File: src/rtl/dataflow_ctrl_seq.sv
// Start/ready/done sequencer for a dataflow region: NPROC head processes started together, one tail process.
// Optional stall watchdog compiled in when DF_STALL_WATCHDOG_EN is defined; otherwise stall_flag is tied low.
module dataflow_ctrl_seq #(
   parameter int          NPROC    = 2,
   parameter int          CNT_W    = 2,
   parameter logic [15:0] WD_LIMIT = 16'd1000
) (
   input  logic             ap_clk,
   input  logic             ap_rst,
   input  logic             ap_start,
   output logic             ap_ready,
   output logic             ap_done,
   input  logic             ap_continue,
   output logic             ap_idle,
   output logic [NPROC-1:0] proc_start,
   input  logic [NPROC-1:0] proc_ready,
   input  logic [NPROC:0]   proc_idle,
   input  logic             tail_done,
   output logic             tail_continue,
   output logic             stall_flag
);

   localparam logic [CNT_W-1:0] MAX_OUT = '1;

   typedef enum logic [1:0] {
      ST_IDLE,
      ST_RUN,
      ST_FULL
   } state_t;

   state_t           w_state;
   logic [NPROC-1:0] r_ready_count;
   logic [CNT_W-1:0] r_out_cnt;
   logic             r_done_hold;
   logic             w_full;
   logic             w_all_ready;
   logic             w_done_fire;
   logic             w_inc;
   logic             w_dec;

   // Occupancy state is derived purely from the outstanding-iteration count.
   always_comb begin
      w_state = ST_RUN;
      if (r_out_cnt == '0) begin
         w_state = ST_IDLE;
      end else if (r_out_cnt == MAX_OUT) begin
         w_state = ST_FULL;
      end
   end

   assign w_full        = (w_state == ST_FULL);
   assign proc_start    = {NPROC{ap_start & ~w_full}} & ~r_ready_count;
   assign w_all_ready   = &(r_ready_count | proc_ready);
   assign ap_ready      = ap_start & ~w_full & w_all_ready;
   assign ap_done       = tail_done | r_done_hold;
   assign w_done_fire   = ap_done & ap_continue;
   assign w_inc         = ap_ready & ~w_done_fire;
   assign w_dec         = w_done_fire & ~ap_ready & (w_state != ST_IDLE);
   assign tail_continue = ap_continue;
   assign ap_idle       = (w_state == ST_IDLE) & ~r_done_hold & (&proc_idle);

   // A head that already accepted the current iteration is masked until every head has.
   always_ff @(posedge ap_clk) begin
      if (ap_rst) begin
         r_ready_count <= '0;
      end else if (ap_ready) begin
         r_ready_count <= '0;
      end else begin
         r_ready_count <= r_ready_count | (proc_start & proc_ready);
      end
   end

   always_ff @(posedge ap_clk) begin
      if (ap_rst) begin
         r_out_cnt <= '0;
      end else if (w_inc) begin
         r_out_cnt <= r_out_cnt + 1'b1;
      end else if (w_dec) begin
         r_out_cnt <= r_out_cnt - 1'b1;
      end
   end

   always_ff @(posedge ap_clk) begin
      if (ap_rst) begin
         r_done_hold <= 1'b0;
      end else if (ap_continue) begin
         r_done_hold <= 1'b0;
      end else if (tail_done) begin
         r_done_hold <= 1'b1;
      end
   end

`ifdef DF_STALL_WATCHDOG_EN
   logic [15:0] r_wd_cnt;
   logic        r_stall;
   logic        w_progress;

   // Any handshake activity, or having nothing outstanding, counts as progress.
   assign w_progress = (w_state == ST_IDLE) | (|proc_ready) | tail_done;

   always_ff @(posedge ap_clk) begin
      if (ap_rst) begin
         r_wd_cnt <= '0;
         r_stall  <= 1'b0;
      end else begin
         if (w_progress) begin
            r_wd_cnt <= '0;
         end else if (r_wd_cnt != 16'hFFFF) begin
            r_wd_cnt <= r_wd_cnt + 16'd1;
         end
         if (r_wd_cnt == WD_LIMIT) begin
            r_stall <= 1'b1;
         end
      end
   end

   assign stall_flag = r_stall;
`else
   assign stall_flag = 1'b0;
`endif

endmodule

File: config.mk
export PLATFORM = sky130hd
export DESIGN_NAME = dataflow_ctrl_seq
export DESIGN_NICKNAME = d
export VERILOG_FILES = /design/src/rtl/dataflow_ctrl_seq.sv
export SDC_FILE = /design/constraint.sdc
export NUM_CORES = 1
export LEC_CHECK = 0
export BUFFER_PORTS_ARGS = -buffer_cell sky130_fd_sc_hd__buf_2
export CAP_MARGIN = 0
export CELL_PAD_IN_SITES_DETAIL_PLACEMENT = 0
export CELL_PAD_IN_SITES_GLOBAL_PLACEMENT = 2
export CORE_UTILIZATION = 21
export DETAILED_ROUTE_END_ITERATION = 16
export PLACE_DENSITY = 0.71
export SKIP_CTS_REPAIR_TIMING = 1
export SLEW_MARGIN = 25
export SYNTH_ARGS = -nofsm -noshare
export SYNTH_HDL_FRONTEND = slang
export SYNTH_SLANG_ARGS = --single-unit
File: constraint.sdc
create_clock -name ap_clk -period 1.6 [get_ports ap_clk]
set_input_delay 0.16 -clock ap_clk [delete_from_list [all_inputs] [get_ports ap_clk]]
set_output_delay 0.16 -clock ap_clk [all_outputs]
set_load 0.05 [all_outputs]
==> results of run 1 <==
==> sequential cells by signal, indices dropped and copies added, names as in the netlist <==
signal	flops
r_ready_count	2
r_done_hold	1
r_out_cnt	2
==> how the worst max path moves through the flow <==
stage                                start             to  slack, ns
after floorplan               r_out_cnt[1]  proc_start[0]       0.23
after detailed placement  r_ready_count[0]   r_out_cnt[0]       0.25
after global placement    r_ready_count[0]   r_out_cnt[0]       0.29
after CTS                     r_out_cnt[1]       ap_ready       0.05
after global routing          r_out_cnt[1]       ap_ready      0.003
final                         r_out_cnt[1]       ap_ready       0.09
==> where the power goes <==
part	switching, mW	leakage, nW	internal, mW
Combinational	0.0686	0.129	0.0347
Sequential	0.00925	0.0409	0.131
Clock	0.0589	0.0150	0.0948
Total	0.137	0.185	0.261
==> placed cells by master, fill, tap and decap left out <==
| cell type | n |
|---|---|
| o21a_1 | 1 |
| clkbuf_1 | 1 |
| buf_2 | 14 |
| o211ai_1 | 1 |
| dfxtp_1 | 5 |
| clkbuf_4 | 4 |
| nor3_1 | 1 |
| nor2_1 | 4 |
| o21ai_0 | 2 |
| nand4_1 | 1 |
| a21bo_2 | 1 |
| a31oi_1 | 1 |
| nor4_1 | 1 |
| nor3_2 | 1 |
| nand3_1 | 1 |
| nand2_1 | 1 |
| o221a_2 | 1 |
| or2_2 | 2 |
| a21oi_1 | 2 |
| conb_1 | 1 |
| inv_1 | 2 |
| o221ai_2 | 1 |
| a211oi_1 | 2 |
| nor3b_1 | 1 |
| mux2_4 | 1 |
| a21boi_0 | 1 |
| and2_1 | 1 |
| a2111oi_2 | 1 |
==> cell type report <==
type                    instances  area, um^2
clock buffers                   4        26.3
fillers                       163         941
inverters                       2        7.51
multi-input cells              30         211
flip-flops and latches          5         100
well taps                      15        18.8
repair buffers                 15        77.6
==> cells by family (layout without fill, tap and decap cells) <==
logic type / count (synthesis) / in the layout / share of synthesized area, %
flops: 5 / 5 / 30.4
other cells: 1 / 1 / 1.14
simple gates: 14 / 14 / 22.1
compound gates: 14 / 14 / 35.0
mux: 1 / 1 / 4.56
buf+inv: 4 / 21 / 6.84
==> routing by layer <==
| metal | track usage (%) | share of wire (%) | vias to the layer above |
|---|---|---|---|
| met4 | 1.94 | 0 | 0 |
| met3 | 7.83 | 10 | 0 |
| met1 | 12.9 | 45 | 163 |
| li1 | - | - | 181 |
| met2 | 17.5 | 45 | 19 |
| met5 | 0 | 0 | - |
==> stage by stage <==
step	power (mW)	setup WS, ns	area [um^2]	util [%]	instances
after CTS	0.404	0.0491	439	31.8	71
after floorplan	0.216	0.230	334	-	39
after detailed placement	0.245	0.251	413	29.9	67
after global placement	0.246	0.288	413	29.9	67
final	0.397	0.0861	442	31.9	71
after global routing	0.426	0.00329	442	31.9	71
==> run_results.csv, run 1 <==
group,metric,value,unit
clocking,cts_sinks,5,
logic_synthesis,yosys-top-cells-count,"5 x dfxtp_1, 4 x nor2_1",
die,die_h,41.6,um
timing,fmax,0.661,GHz
die,io_pins,17,
logic_synthesis,synth_area,329,um^2
layout,drive_above_1_share,46.4,%
routing,drt-total-wl,840,um
worst_setup_path,path_buf_inv,1,
layout,diodes,0,
global_routing,overflow,0,
pwr,ir_drop,0.000353,V
logic_synthesis,synth-edff-count,0,
die,fp-row-count,13,
logic_synthesis,ys_warn_count,0,
logic_synthesis,synth_most_common_cell,"dfxtp_1",
timing,fin_hold_ws,0.137,ns
layout,fin_nets,67,
logic_synthesis,synth_top_flop_cell,"dfxtp_1",
clocking,clk_path_buf_depth,2,
place,place_congestion,0.639,
logic_synthesis,netlist_instances,39,
logic_synthesis,yosysSeqAreaShare,30.4,%
routing,ant_nets,0,
routing,post_drt_wl_per_cell,11.8,um
place,io_buffers,15,
timing,slew_violations,0,
routing,vias,363,
layout,syn_to_final_growth,34.2,%
logic_synthesis,async_reset_ff_share,0,%
logic_synthesis,synth_nets,49,
pwr,cellPowerDensity,900,mW/mm^2
die,die_area,0.00173,mm^2
global_routing,grtUsageTotal,11.3,%
clocking,h-tree-depth,1,
die,die_w,41.6,um
status,outcome,"finished, final reports clean",
min_path,hold_end,"r_done_hold",
worst_setup_path,worstPathRequired,1.44,ns
worst_setup_path,end_kind,"primary output",
logic_synthesis,synth_top_cell_by_area,"dfxtp_1",
routing,drcViolationCount,0,
worst_setup_path,worst-setup-path-type,"flop to primary output",
worst_setup_path,slowest_delay,0.36,ns
worst_setup_path,cp-start-kind,"flop",
clocking,cts-root-buf,"clkbuf_4",
clocking,cts_buffers,3,
worst_setup_path,arrival,1.35,ns
timing,fin_tns_setup,0,ns
worst_setup_path,crit_cells,4,
min_path,min_path_type,"input port to flop",
timing,final.min_clock_period,1.51,ns
min_path,worstHoldStart,"ap_continue",
worst_setup_path,r2r-start,"r_ready_count[0]",
timing,hold_viol_final,0,
global_routing,grt_pass1_vias,339,
routing,viasPerCell,5.11,
worst_setup_path,worstPathCellList,"a21bo_2 -> nor2_1 -> and2_1 -> clkbuf_4",
logic_synthesis,synth.area.top_cells,"dfxtp_1 30%, a2111oi_2 4.6%, a211oi_1 4.6%, buf_4 4.6%, mux2_4 4.6%",
timing,setup_viol,0,
logic_synthesis,avgSynthCellArea,8.44,um^2
timing,rsz0062_at_grt,"no",
timing,fin_crit_sh,94.6,%
routing,firstDrtPassIters,2,
worst_setup_path,cp_slowest_cell,"dfxtp_1",
logic_synthesis,synth_top_area_share,30.4,%
clocking,clkSlewWorstSetupHoldPaths,0.05,ns
min_path,hold_depth,2,
logic_synthesis,ys_ff_latch,5,
timing,skew,0.00356,ns
clocking,cts_tree,"built",
worst_setup_path,path_delay_family,"flip-flops",
pwr,p_leak,0.185,nW
worst_setup_path,r2r_setup_slack,0.24,ns
clocking,clk_latency,0.25,ns
die,core,0.00138,mm^2
flow_run,cap_violations,0,
worst_setup_path,reg2reg_depth,3,
routing,drtIter0Drc,2,
worst_setup_path,r2r-end,"r_out_cnt[0]",
global_routing,antenna_found_initial,0,
worst_setup_path,critPathMaxFanout,7,
die,start_util,23.8,%
logic_synthesis,synth_cell_types,25,
global_routing,grt_max_degree,8,
global_routing,grt_pass1_wl,1470,um
(Power assumes the default switching activity.)
==> run 2: changes to the inputs <==
- CORE_UTILIZATION: 21 -> 23
- PLACE_DENSITY: 0.71 -> 0.77
- clock period: 1.6 -> 1.8 ns (I/O delays scaled with it)
==> run 2 against run 1 <==
  * Global-route usage up 1.5 points
  * Hold slack better by 0.024 ns
  * Via count shrank 6.9%
  * Non-clock buffer count unchanged
  * Clock skew down 0.0029 ns
  * Largest cell class unchanged
  * Count of clock-buffer cells in the layout unchanged
  * Die area shrank 8.3%
  * Worst setup slack better by 0.15 ns
  * Highest routed layer unchanged
  * Sequential share of layout area grew 0.39 points
  * Critical path type unchanged
  * Wire length decreased by 4.6%
  * Core utilization grew 1.0 points
==> run_results.csv, run 2 (same netlist as run 1, synthesis figures left out) <==
group,metric,value,unit
status,outcome,"finished, final reports clean",
pwr,p_int,231,uW
clocking,clk_latency,0.24,ns
clocking,clk_path_buf_depth,2,
clocking,h-tree-depth,1,
pwr,p_leak,0.182,nW
pwr,swShare,33.4,%
worst_setup_path,reg2reg_depth,3,
routing,firstDrtPassIters,2,
layout,diodes,0,
layout,stdcell_count,71,
pwr,total_power,346,uW
die,die_h,39.8,um
timing,fin_tns_setup,0,ns
clocking,cts-root-buf,"clkbuf_4",
die,io_pins,17,
worst_setup_path,arrival,1.38,ns
min_path,min_path_type,"input port to flop",
routing,post_drt_wl_per_cell,11.3,um
global_routing,grtUsageTotal,12.8,%
global_routing,grt_pass1_wl,1220,um
pwr,p_sw,116,uW
clocking,cts_tree,"built",
layout,fin_nets,67,
worst_setup_path,end_kind,"primary output",
timing,fin_crit_sh,86.7,%
layout,final_common_cell,"buf_2",
pwr,ir_drop,0.000290,V
routing,drtIter0Drc,3,
routing,drt-total-wl,801,um
place,dp_cells,67,
place,io_buffers,15,
global_routing,overflow,0,
timing,slew_violations,0,
worst_setup_path,r2r_setup_slack,0.44,ns
timing,rsz0062_at_grt,"no",
worst_setup_path,worst-setup-path-type,"flop to primary output",
worst_setup_path,critPathMaxFanout,7,
die,die_area,0.00159,mm^2
worst_setup_path,cp-start-kind,"flop",
global_routing,antenna_found_initial,0,
flow_run,cap_violations,0,
layout,fin_util,33.0,%
min_path,hold_depth,2,
die,core,0.00132,mm^2
routing,ant_nets,0,
pwr,cellPowerDensity,798,mW/mm^2
pwr,combPwrFrac,26.1,%
routing,drcViolationCount,0,
clocking,cts_buffers,3,
worst_setup_path,worstPathRequired,1.62,ns
routing,viasPerCell,4.76,
die,start_util,25.0,%
timing,final.min_clock_period,1.56,ns
clocking,clkSlewWorstSetupHoldPaths,0.05,ns
die,die_w,39.8,um
place,hpwl,605,um
clocking,cts_sinks,5,
global_routing,grt_max_degree,8,
layout,drive_above_1_share,44.6,%
layout,syn_to_final_growth,31.9,%
pwr,power_frac_seq,36.0,%
timing,setup_viol,0,
routing,vias,338,
timing,hold_viol_final,0,
layout,top_regs,"r_out_cnt: 2 flops, r_ready_count: 2 flops, r_done_hold: 1 flops",
place,place_congestion,0.697,
timing,fmax,0.641,GHz
timing,skew,0.000649,ns
die,fp-row-count,13,
pwr,p_clk_share,38.0,%
global_routing,grt_pass1_vias,301,
layout,layout_common_cells,"15 x buf_2, 5 x dfxtp_1, 4 x nor2_1, 3 x clkbuf_4",
[run 2: power by group through the flow]
stage / logic [mW] / clock network (mW) / registers, mW
final: 0.0903 / 0.131 / 0.125
after global routing: 0.0967 / 0.141 / 0.126
after CTS: 0.0907 / 0.139 / 0.124
after detailed placement: 0.0905 / 0 / 0.127
after global placement: 0.0917 / 0 / 0.127
after floorplan: 0.0671 / 0 / 0.124
[run 2: path summary, 6_finish.rpt]
path	endpoint	from
setup / recovery	ap_ready	r_out_cnt[1]
setup reg to reg	r_out_cnt[0]	r_ready_count[0]
hold reg to reg	r_ready_count[0]	r_ready_count[0]
hold / removal	r_done_hold	ap_continue
[run 2: worst max-delay path: stages (launching register included)]
cell and delay [ns]:
dfxtp_1 0.36, a21bo_2 0.25, nor2_1 0.13, and2_1 0.14
buf_2 0.25
[run 2: area by class of cell]
class | count | area (um^2)
inverters | 2 | 7.51
well taps | 15 | 18.8
flip-flops and latches | 5 | 100
fillers | 144 | 883
repair buffers | 15 | 75.1
multi-input cells | 30 | 206
clock buffers | 4 | 26.3
[run 2: routing by layer]
layer / track usage, % / vias to the layer above / part of all wire, %
met5: 0 / - / 0
met4: 12.9 / 0 / 0
met3: 3.41 / 0 / 5.5
met2: 18.4 / 17 / 42
met1: 14.4 / 141 / 52
li1: - / 180 / -
[run 2: stage by stage]
stage / setup WS (ns) / hold slack (ns) / cell area (um^2)
after floorplan: 0.100 / 0.249 / 329
after global placement: 0.440 / 0.407 / 408
after detailed placement: 0.438 / 0.410 / 408
after CTS: 0.229 / 0.150 / 434
after global routing: 0.141 / 0.168 / 434
final: 0.240 / 0.162 / 434
==> run 3: changes to the inputs <==
- ABC_AREA: default -> 1
- CORE_UTILIZATION: 23 -> 20
- PLACE_DENSITY: 0.77 -> 0.76
- REMOVE_ABC_BUFFERS: default -> 1
==> run 3 against run 2 <==
  * Power fell by 2.1%
  * Via count fell by 7.7%
  * Global-route usage fell by 4.7 points
  * Final area fell by 8.1%
  * Clock skew barely moved
  * Sequential power barely moved
  * Die area rose by 2.6%
  * Largest cell class unchanged
  * Largest power group is now sequential cells
==> run_results.csv, run 3 <==
group,metric,value,unit
worst_setup_path,worstPathCellList,"a21oi_4 -> inv_1 -> nor2_1 -> buf_2",
die,fp-row-count,13,
layout,final-seq-area,100,um^2
logic_synthesis,synth.area.top_cells,"dfxtp_1 34%, nor2_1 15%, inv_1 7.7%, a21oi_4 5.5%, a21oi_1 5.1%",
global_routing,grt_max_degree,6,
global_routing,grt_pass1_wl,786,um
timing,rsz0062_at_grt,"no",
timing,fin_ws,0.390,ns
logic_synthesis,synth_cell_types,17,
logic_synthesis,yosysSeqAreaShare,34.0,%
flow_run,cap_violations,0,
routing,drt-total-wl,559,um
clocking,h-tree-depth,1,
timing,setup_viol,0,
worst_setup_path,cp_slowest_cell,"dfxtp_1",
clocking,clk_path_buf_depth,2,
timing,fin_crit_sh,78.3,%
routing,firstDrtPassIters,2,
layout,final_common_cell,"buf_2",
pwr,total_power,339,uW
routing,viasPerCell,4.16,
logic_synthesis,synth_top_flop_cell,"dfxtp_1",
worst_setup_path,path_delay_family,"flip-flops",
layout,stdcell_count,75,
place,dp_cells,71,
place,io_buffers,15,
worst_setup_path,worst-setup-path-type,"flop to primary output",
die,io_pins,17,
logic_synthesis,synth_top_cell_by_area,"dfxtp_1",
worst_setup_path,cp-start-kind,"flop",
logic_synthesis,yosys-top-cells-count,"12 x nor2_1, 6 x inv_1, 5 x dfxtp_1",
clocking,clk_latency,0.23,ns
routing,drcViolationCount,0,
status,outcome,"finished, final reports clean",
logic_synthesis,netlist_instances,43,
logic_synthesis,ys_warn_count,0,
layout,fill_cells,158,
die,die_area,0.00163,mm^2
logic_synthesis,ys_ff_latch,5,
clocking,cts-root-buf,"clkbuf_4",
clocking,cts_buffers,3,
die,die_w,40.3,um
worst_setup_path,worstPathRequired,1.62,ns
global_routing,antenna_found_initial,0,
die,die_h,40.3,um
place,pre_cts_ws,0.629,ns
layout,top_regs,"r_out_cnt: 2 flops, r_ready_count: 2 flops, r_done_hold: 1 flops",
global_routing,overflow,0,
layout,drive_above_1_share,38.3,%
die,core,0.00133,mm^2
worst_setup_path,critPathMaxFanout,5,
global_routing,grt_pass1_vias,221,
worst_setup_path,arrival,1.23,ns
pwr,ir_drop,0.000214,V
timing,final.min_clock_period,1.41,ns
logic_synthesis,synth-edff-count,0,
worst_setup_path,end_kind,"primary output",
clocking,clkSlewWorstSetupHoldPaths,0.04,ns
timing,slew_violations,0,
routing,drtIter0Drc,5,
routing,post_drt_wl_per_cell,7.45,um
logic_synthesis,async_reset_ff_share,0,%
routing,vias,312,
timing,skew,0.000336,ns
layout,multi_input_comb_area,156,um^2
place,place_congestion,0.676,
logic_synthesis,synth_top_area_share,34.0,%
pwr,p_leak,0.209,nW
timing,fmax,0.709,GHz
logic_synthesis,synth_area,294,um^2
layout,syn_to_final_growth,35.7,%
clocking,cts_tree,"built",
layout,fin_nets,71,
global_routing,grtUsageTotal,8.09,%
worst_setup_path,slowest_delay,0.35,ns
pwr,cellPowerDensity,850,mW/mm^2
layout,diodes,0,
die,start_util,22.0,%
worst_setup_path,path_buf_inv,2,
min_path,min_path_type,"input port to flop",
logic_synthesis,avgSynthCellArea,6.84,um^2
routing,ant_nets,0,
layout,layout_common_cells,"15 x buf_2, 12 x nor2_1, 6 x inv_1, 5 x dfxtp_1",
logic_synthesis,synth_most_common_cell,"nor2_1",
place,hpwl,489,um
clocking,cts_sinks,5,
timing,hold_viol_final,0,
## run 3: power breakdown
group	switching (mW)	internal, mW
combinational	0.0639	0.0267
clock	0.0401	0.0834
sequential	0.00698	0.118
total	0.111	0.228
## run 3: through the flow
step           util [%]  cell area (um^2)  hold slack, ns  TNS, ns
4_1_cts            29.9               399           0.126        0
3_3_place_gp       28.0               373           0.380        0
6_report           29.9               399           0.131        0
5_1_grt            29.9               399           0.126        0
2_1_floorplan         -               279           0.257   -0.289
3_5_place_dp       28.0               373           0.378        0
## run 3: path summary, 6_finish.rpt
kind                    start               end  slack, ns  depth (start not counted)
min               ap_continue       r_done_hold       0.13                          2
max reg2reg      r_out_cnt[1]      r_out_cnt[0]       0.75                          6
min reg2reg  r_ready_count[1]  r_ready_count[1]       0.50                          2
max              r_out_cnt[1]     proc_start[1]       0.39                          4
## run 3: layout make-up
cell class	count	area share, %
multi-input cells	30	39.2
flip-flops and latches	5	25.1
repair buffers	15	18.8
clock buffers	4	6.58
inverters	6	5.64
well taps	15	4.70
## run 3: metal layers
metal | vias to the layer above | GRT usage, % | routed length (um)
met5 | - | 0 | 0
met4 | 0 | 10.0 | 6
li1 | 167 | - | -
met3 | 2 | 3.33 | 43
met2 | 7 | 11.5 | 267
met1 | 136 | 7.95 | 241
## run 3: logic make-up after synthesis
| kind of cell | count (synthesis) | share of synthesized area [%] |
|---|---|---|
| AO/OA/AOI/OAI | 7 | 17.9 |
| other | 1 | 1.28 |
| flip-flops | 5 | 34.0 |
| AND/OR/NAND/NOR | 22 | 34.0 |
| buffers and inverters | 8 | 12.8 |
